[config.mk]
export PLATFORM = sky130hd
export DESIGN_NAME = spi_arb
export DESIGN_NICKNAME = d
export VERILOG_FILES = /design/src/rtl/spi_arb_pkg.sv /design/src/rtl/spi_arb_rr.sv /design/src/rtl/spi_arb.sv
export SDC_FILE = /design/constraint.sdc
export NUM_CORES = 1
export LEC_CHECK = 0
export ABC_AREA = 1
export CAP_MARGIN = 10
export CORE_UTILIZATION = 43
export CTS_BUF_LIST = sky130_fd_sc_hd__clkbuf_4
export DETAILED_ROUTE_END_ITERATION = 7
export PLACE_DENSITY = 0.83
export SETUP_SLACK_MARGIN = 0.5
export SYNTH_ARGS = -nofsm -noshare
export SYNTH_HDL_FRONTEND = slang
export SYNTH_SLANG_ARGS = --single-unit
[constraint.sdc]
create_clock -name clk -period 1.7 [get_ports clk]
set_input_delay 0.255 -clock clk [delete_from_list [all_inputs] [get_ports clk]]
set_output_delay 0.255 -clock clk [all_outputs]
set_load 0.02 [all_outputs]
[src/rtl/spi_arb_pkg.sv]
// Shared types and widths for the two-requester SPI register arbiter.
package spi_arb_pkg;

  localparam int ADDR_W = 10;
  localparam int DATA_W = 8;

  typedef enum logic [1:0] {
    IDLE  = 2'd0,
    ISSUE = 2'd1,
    WAIT  = 2'd2,
    DONE  = 2'd3
  } state_t;

  // One latched register command: direction, address and write byte.
  typedef struct packed {
    logic              rw;
    logic [ADDR_W-1:0] addr;
    logic [DATA_W-1:0] wdata;
  } cmd_t;

endpackage

[src/rtl/spi_arb_rr.sv]
// Two-way round-robin grant. The last-grant register starts at 1 so that
// requester 0 wins the first contention after reset.
module spi_arb_rr (
  input  logic       clk,
  input  logic       rst_n,
  input  logic [1:0] req,
  input  logic       upd,
  input  logic       upd_idx,
  output logic       gnt_any,
  output logic       gnt_idx
);

  logic last_reg;

  // Remember who was served last; updated once per completed transaction.
  always_ff @(posedge clk or negedge rst_n) begin
    if (!rst_n) begin
      last_reg <= 1'b1;
    end else if (upd) begin
      last_reg <= upd_idx;
    end
  end

  // Under contention the requester not served last wins; otherwise the lone one.
  always_comb begin
    gnt_any = |req;
    if (req == 2'b11) begin
      gnt_idx = ~last_reg;
    end else begin
      gnt_idx = req[1];
    end
  end

endmodule

[src/rtl/spi_arb.sv]
// Arbitrates two register-access requesters onto a single SPI core.
// Optional feature: define SPI_ARB_TIMEOUT_EN to abort a WAIT that lasts
// TIMEOUT_CYC cycles, completing the command with reqk_err=1.
module spi_arb
  import spi_arb_pkg::*;
#(
  parameter int TIMEOUT_CYC = 2048
) (
  input  logic              clk,
  input  logic              rst_n,
  input  logic              req0_valid,
  input  logic              req0_rw,
  input  logic [ADDR_W-1:0] req0_addr,
  input  logic [DATA_W-1:0] req0_wdata,
  output logic              req0_ready,
  output logic              req0_done,
  output logic [DATA_W-1:0] req0_rdata,
  output logic              req0_err,
  input  logic              req1_valid,
  input  logic              req1_rw,
  input  logic [ADDR_W-1:0] req1_addr,
  input  logic [DATA_W-1:0] req1_wdata,
  output logic              req1_ready,
  output logic              req1_done,
  output logic [DATA_W-1:0] req1_rdata,
  output logic              req1_err,
  output logic              spi_wr_req,
  output logic [ADDR_W-1:0] spi_wr_addr,
  output logic [DATA_W-1:0] spi_wr_data,
  output logic              spi_rd_req,
  output logic [ADDR_W-1:0] spi_rd_addr,
  input  logic              spi_wr_end,
  input  logic              spi_rd_end,
  input  logic [DATA_W-1:0] spi_rd_data,
  output logic              busy
);

  state_t            state_reg, state_next;
  cmd_t              cmd_reg, sel_cmd;
  logic              cur_reg;
  logic              wr_req_reg, rd_req_reg;
  logic [DATA_W-1:0] rdata0_reg, rdata1_reg;
  logic              gnt_any, gnt_idx;
  logic              rr_upd;
  logic              accept;
  logic              end_match;
  logic              timeout_hit;

  spi_arb_rr u_rr (
    .clk     (clk),
    .rst_n   (rst_n),
    .req     ({req1_valid, req0_valid}),
    .upd     (rr_upd),
    .upd_idx (cur_reg),
    .gnt_any (gnt_any),
    .gnt_idx (gnt_idx)
  );

  assign sel_cmd   = gnt_idx ? {req1_rw, req1_addr, req1_wdata}
                             : {req0_rw, req0_addr, req0_wdata};
  assign accept    = req0_ready | req1_ready;
  // Only the end pulse matching the latched direction completes a command.
  assign end_match = cmd_reg.rw ? spi_wr_end : spi_rd_end;

  // State register.
  always_ff @(posedge clk or negedge rst_n) begin
    if (!rst_n) begin
      state_reg <= IDLE;
    end else begin
      state_reg <= state_next;
    end
  end

  // Next-state, handshake and completion decode.
  always_comb begin
    state_next = state_reg;
    req0_ready = 1'b0;
    req1_ready = 1'b0;
    req0_done  = 1'b0;
    req1_done  = 1'b0;
    rr_upd     = 1'b0;
    case (state_reg)
      IDLE: begin
        if (gnt_any) begin
          state_next = ISSUE;
          req0_ready = ~gnt_idx;
          req1_ready = gnt_idx;
        end
      end
      ISSUE: state_next = WAIT;
      WAIT: begin
        if (end_match || timeout_hit) begin
          state_next = DONE;
        end
      end
      DONE: begin
        state_next = IDLE;
        rr_upd     = 1'b1;
        req0_done  = ~cur_reg;
        req1_done  = cur_reg;
      end
      default: state_next = IDLE;
    endcase
  end

  // Latch the granted command and launch the one-cycle SPI start pulse.
  always_ff @(posedge clk or negedge rst_n) begin
    if (!rst_n) begin
      cmd_reg    <= '0;
      cur_reg    <= 1'b0;
      wr_req_reg <= 1'b0;
      rd_req_reg <= 1'b0;
    end else begin
      wr_req_reg <= accept & sel_cmd.rw;
      rd_req_reg <= accept & ~sel_cmd.rw;
      if (accept) begin
        cmd_reg <= sel_cmd;
        cur_reg <= gnt_idx;
      end
    end
  end

  // Capture read data for the owning requester as the read ends; writes
  // and aborted reads leave the held value alone.
  always_ff @(posedge clk or negedge rst_n) begin
    if (!rst_n) begin
      rdata0_reg <= '0;
      rdata1_reg <= '0;
    end else if (state_reg == WAIT && !cmd_reg.rw && spi_rd_end) begin
      if (cur_reg) begin
        rdata1_reg <= spi_rd_data;
      end else begin
        rdata0_reg <= spi_rd_data;
      end
    end
  end

`ifdef SPI_ARB_TIMEOUT_EN
  localparam int TMO_W = (TIMEOUT_CYC > 2) ? $clog2(TIMEOUT_CYC) : 1;

  logic [TMO_W-1:0] tmo_cnt_reg;
  logic             err_reg;

  assign timeout_hit = (state_reg == WAIT) &&
                       (tmo_cnt_reg == TMO_W'(TIMEOUT_CYC - 1));

  // WAIT-cycle counter, cleared on the way into WAIT; error flag records
  // whether WAIT was left by timeout rather than by the end pulse.
  always_ff @(posedge clk or negedge rst_n) begin
    if (!rst_n) begin
      tmo_cnt_reg <= '0;
      err_reg     <= 1'b0;
    end else if (state_reg == ISSUE) begin
      tmo_cnt_reg <= '0;
      err_reg     <= 1'b0;
    end else if (state_reg == WAIT) begin
      tmo_cnt_reg <= tmo_cnt_reg + TMO_W'(1);
      err_reg     <= timeout_hit & ~end_match;
    end
  end

  assign req0_err = req0_done & err_reg;
  assign req1_err = req1_done & err_reg;
`else
  assign timeout_hit = 1'b0;
  assign req0_err    = 1'b0;
  assign req1_err    = 1'b0;
`endif

  assign req0_rdata  = rdata0_reg;
  assign req1_rdata  = rdata1_reg;
  assign spi_wr_req  = wr_req_reg;
  assign spi_rd_req  = rd_req_reg;
  assign spi_wr_addr = cmd_reg.addr;
  assign spi_wr_data = cmd_reg.wdata;
  assign spi_rd_addr = cmd_reg.addr;
  assign busy        = (state_reg != IDLE);

endmodule

==> After elaboration in Yosys (flattened, before gate mapping) <==
Cells that the tools add are included.
{ "classes": {"reduce_logical": 9, "n_eq_ne": 6, "n_bitwise": 7, "n_mux": 13} }
{ "ops": {"columns": ["cell", "n"], "rows": [
  ["two-way mux 19 bit", 1],
  ["two-way mux 1 bit", 9],
  ["one-hot mux 2 bit (4 select lines)", 1],
  ["== test 2 bit, second input constant", 3],
  ["AND reduction 2 bit", 3],
  ["two-way mux 2 bit", 2],
  ["inequality test 2 bit, second input constant", 2],
  ["NOT 1 bit", 4],
  ["bitwise AND 1 bit", 2],
  ["== test 2 x 1 -> 1 bit, second input constant", 1],
  ["logical AND 1 bit", 2],
  ["logical NOT 2 bit", 1],
  ["nonzero test 2 bit", 1],
  ["OR reduction 2 bit", 1],
  ["logical NOT 1 bit", 1],
  ["bitwise OR 1 bit", 1]
]} }
{ "totals": {"elab_cells": 45, "register_bits": 41} }

==> Logic depth before layout (Yosys ltp) <==
Gate-level depths: netlist of the first run.
{ "depth": {"depth_word": 7, "mapped_depth": 8} }

==> Cells and area by module <==
From an unflattened synthesis of the first run, not the netlist that was laid out.
{ "unflattened": {"cells_unflattened": 240, "area_unflattened_um2": 2133.3} }
{ "modules_own_cells": {"columns": ["module", "instances", "area_each_um2", "cells_each"], "rows": [
  ["spi_arb", 1, 2077.0, 232],
  ["spi_arb_rr", 1, 56.3, 8]
]} }

==> Worst setup path before layout of the first run <==
No wires, ideal clock.
{ "synth_path": {"path_kind": "reg2out", "start": "register state_reg[0]", "end": "output port req0_ready", "stages_incl_launch_ff": 8, "setup_slack_ns": 0.045, "arrival_ns": 1.400, "cell_sequence": "dfrtp_1 inv_1 ha_1 inv_2 nor2_4 inv_2 buf_4 a21oi_1"} }
{ "synth_between": {"elab_chain_len": 2} }
{ "synth_rtl": {"columns": ["item", "line", "source"], "rows": [
  ["start: declaration", "spi_arb.sv:38", "state_t state_reg, state_next;"],
  ["start signal: assignment", "spi_arb.sv:70", "state_reg <= state_next;"],
  ["logical NOT 2 bit", "spi_arb.sv:82", "case (state_reg)"],
  ["two-way mux 1 bit", "spi_arb.sv:82", null],
  ["end: declaration", "spi_arb.sv:15", "output logic req0_ready,"]
]} }
Every way passes these cells.

==> Worst setup path after layout of the first run <==
{ "layout_path": {"start": "register state_reg[1]", "end": "output port req0_done"} }
{ "layout_between": {"elab_chain_len": 2} }
{ "layout_rtl": {"columns": ["item", "line", "source"], "rows": [
  ["== test 2 bit", "spi_arb.sv:82", null],
  ["two-way mux 1 bit", "spi_arb.sv:82", null],
  ["end: declaration", "spi_arb.sv:16", "output logic req0_done,"]
]} }
Every way passes these cells.

==> metrics.md, run 1 <==
| Metric | Value |
|---|---|
| Number of antenna violations at the first check in global routing | `0` |
| Crit path launch type | `register` |
| Pwr Total | `0.007235 W` |
| Worst clock skew | `0.01029 ns` |
| Nets | `between 400 and 500` |
| # DRC | `0` |
| GRT overflow | `0` |
| DRT Pass-1 Iters | `4` |
| Die X | `74.91 um` |
| FILL cells | `between 300 and 400` |
| Vias in the first global route | `a little over 2k` |
| Rel. slew slack | `63.35%` |
| Most frequent CP cell | `buf_4` |
| Placed insts | `420` |
| Number of distinct library cells after synthesis | `21` |
| CP Data Arrival Time | `1.44 ns` |
| Port-buffer cells | `102` |
| CTS Buf Count | `5` |
| Pleak | `~2 nW` |
| Crit path time final | `1.697 ns` |
| Worst IR drop on VDD | `just under 1 mV` |
| Most frequent cells in the layout | `nand2_1, buf_6, clkdlybuf4s50_1` |
| Worst-skew pair later-pin latency | `~0.35 ns` |
| Delay-heaviest family, CP | `flip-flops` |
| Largest register FFs | `10` |
| CP peak stage delay | `0.40 ns` |
| DR vias/cell | `between 4 and 5` |
| Initial Utilization | `44.76%` |
| Area grow syn2layout | `71.98%` |
| Initial DRC count | `70` |
| Routed length per instance | `14.41 um` |
| Most common cell after layout, fill and taps aside | `nand2_1` |
| Actual slew at the worst max-slew pin | `0.5497 ns` |
| Routability Congestion | `0.7885` |
| CTS tree | `built` |
| Final period util | `99.80%` |
| Core area | `0.005107 mm2` |
| Unrepaired setup endpoints after global routing | `true` |
| Cell Rows | `26` |
| H-tree Lvls | `2` |
| #FFs+latches synth | `41` |
| Tot GR Track Use | `about 22%` |
| Num ports | `105` |
| Clk slew on worst S/H paths | `0.13 ns` |
| Slowest cell on the critical path | `dfrtp_1` |
| Fin area | `0.003931 mm2` |
| Largest net degree at the start of global routing | `23` |
| Final ANT Viol Nets | `0` |
| Post-layout util | `76.97%` |
| Setup slack at placement | `-0.2629 ns` |
| Final cell count without fillers | `between 400 and 500` |
| Mapped cell area | `0.002286 mm2` |
| Placed cell area | `0.003197 mm2` |
| # clock sinks | `41` |
| CP Capture Type | `output pin` |
| Syn Area/Cell | `8.193 um2` |
| First-pass GRT wire length | `9411 um` |
| CP bufs+invs | `3` |
| WP data required | `1.44 ns` |
| Die area | `between 0.005 and 0.006 mm2` |
| CP Max Fanout | `3` |
| HPWL after DPL | `between 3000 and 4000 um` |
| Via count | `2265` |
| Max Cap Viol | `0` |
| Diodes inserted | `0` |
| Final setup fails | `0` |
| Die height | `74.91 um` |
| CTS Root Cell | `clkbuf_4` |
| Worst-case clock buffer depth | `2` |
| WL final | `6858 um` |
| Layout cell share with drive strength beyond 1 | `44.83%` |
| Instance count of the mapped netlist | `279` |
| Worst-path cell chain | `buf_4, ha_2, inv_1, nor2_1, buf_4` |
| Kind of critical path | `register to output pin` |
| Hold crit path type | `input pin to async pin` |
| Max Transition Viols Final | `0` |
| Fmax | `589.4 MHz` |
| Synth warn | `0` |
| Status | `finished clean` |
| Worst setup margin | `0.003324 ns` |
| PwrDens | `1840 mW/mm2` |
| Seq/Total Area, Yosys | `between 40 and 50%` |
| Final hold vios | `0` |
-- where the power goes --
part           internal, W  total (W)  leakage [nW]  switching (W)
combinational      0.00240    0.00459          1.44        0.00219
sequential         0.00144    0.00186         0.513       0.000418
clock             0.000455   0.000791        0.0552       0.000336
total              0.00429    0.00724          2.01        0.00294
-- per-layer routing --
metal	vias to the layer above	track usage [%]	share of wire, %	wire [um]
li1	1081	-	-	-
met1	1092	24.91	38	2620
met2	79	41.74	54	3691
met3	13	5.890	6.3	433
met4	0	6.499	1.6	113
met5	-	0	0	0
-- synthesized netlist by cell type --
library cell	count	share of area [%]
nand2_1	118	19
dfrtp_1	40	44
buf_4	35	11
nand3_1	22	4.8
inv_1	16	2.6
o21ai_2	16	6.1
buf_2	5	1.1
ha_1	4	2.2
nand2_2	4	1.1
inv_2	3	0.49
a21oi_1	2	0.44
buf_6	2	0.99
nand3_4	2	1.5
nor2_2	2	0.55
nor2_4	2	0.99
conb_1	1	0.16
dfstp_2	1	1.1
nand3b_1	1	0.33
nor2_1	1	0.16
o21bai_1	1	0.33
or2_2	1	0.27
-- through the flow --
step | hold WS (ns) | TNS, ns
2_1_floorplan | -0.04059 | 0
3_3_place_gp | 0.2601 | -0.4543
3_5_place_dp | 0.2656 | -0.5258
4_1_cts | 0.3936 | 0
5_1_grt | 0.4143 | -0.1683
6_report | 0.4049 | 0
-- final timing paths --
path	start	end	slack, ns	cells after the start
hold reg to reg	u_rr.last_reg	u_rr.last_reg	0.51	2
min in group clk	spi_rd_data[0]	req0_rdata[0]	0.48	3
max in group asynchronous	rst_n	u_rr.last_reg	0.70	3
hold / removal	rst_n	req0_rdata[7]	0.40	2
setup reg to reg	state_reg[1]	u_rr.last_reg	0.02	11
setup / recovery	state_reg[1]	req0_done	0.003	5
-- final cells by class --
cell class	instances	area, um2	area share [%]
inverters	19	73.82	1.878
clock buffers	5	37.54	0.9548
flip-flops and latches	41	1027	26.13
repair buffers	158	1574	40.04
well taps	70	87.58	2.228
clock inverters	3	65.06	1.655
multi-input cells	180	1066	27.12
-- logic make-up (layout without fill, tap and decap cells) --
kind of cell,Yosys count,after routing,synth area share (%)
AOI/OAI and AO/OA,19,19,6.896
adders and majority gates,4,4,2.189
buffers and inverters,61,185,16.69
DFF,41,41,44.94
other,1,2,0.1640
and+or+nand+nor,153,155,29.12
-- what timing repair did --
item                                    in CTS  in global routing
endpoints found under the setup margin      91                 90
pin swaps                                    3                  6
cloned                                       2                  1
buffers inserted                            27                 17
hold endpoints to repair                    21                  0
gates resized for setup                    280                 69
hold buffers                                 1                  0
(Power assumes the default switching activity.)
==> inputs of run 2 (changes only) <==
--- a/config.mk
+++ b/config.mk
@@ -10,6 +10,7 @@
 export CORE_UTILIZATION = 43
 export CTS_BUF_LIST = sky130_fd_sc_hd__clkbuf_4
 export DETAILED_ROUTE_END_ITERATION = 7
+export GPL_ROUTABILITY_DRIVEN = 0
 export PLACE_DENSITY = 0.83
 export SETUP_SLACK_MARGIN = 0.5
 export SYNTH_ARGS = -nofsm -noshare
==> results of run 2 <==
Final layout, timing and power as in run 1 (identical DEF).
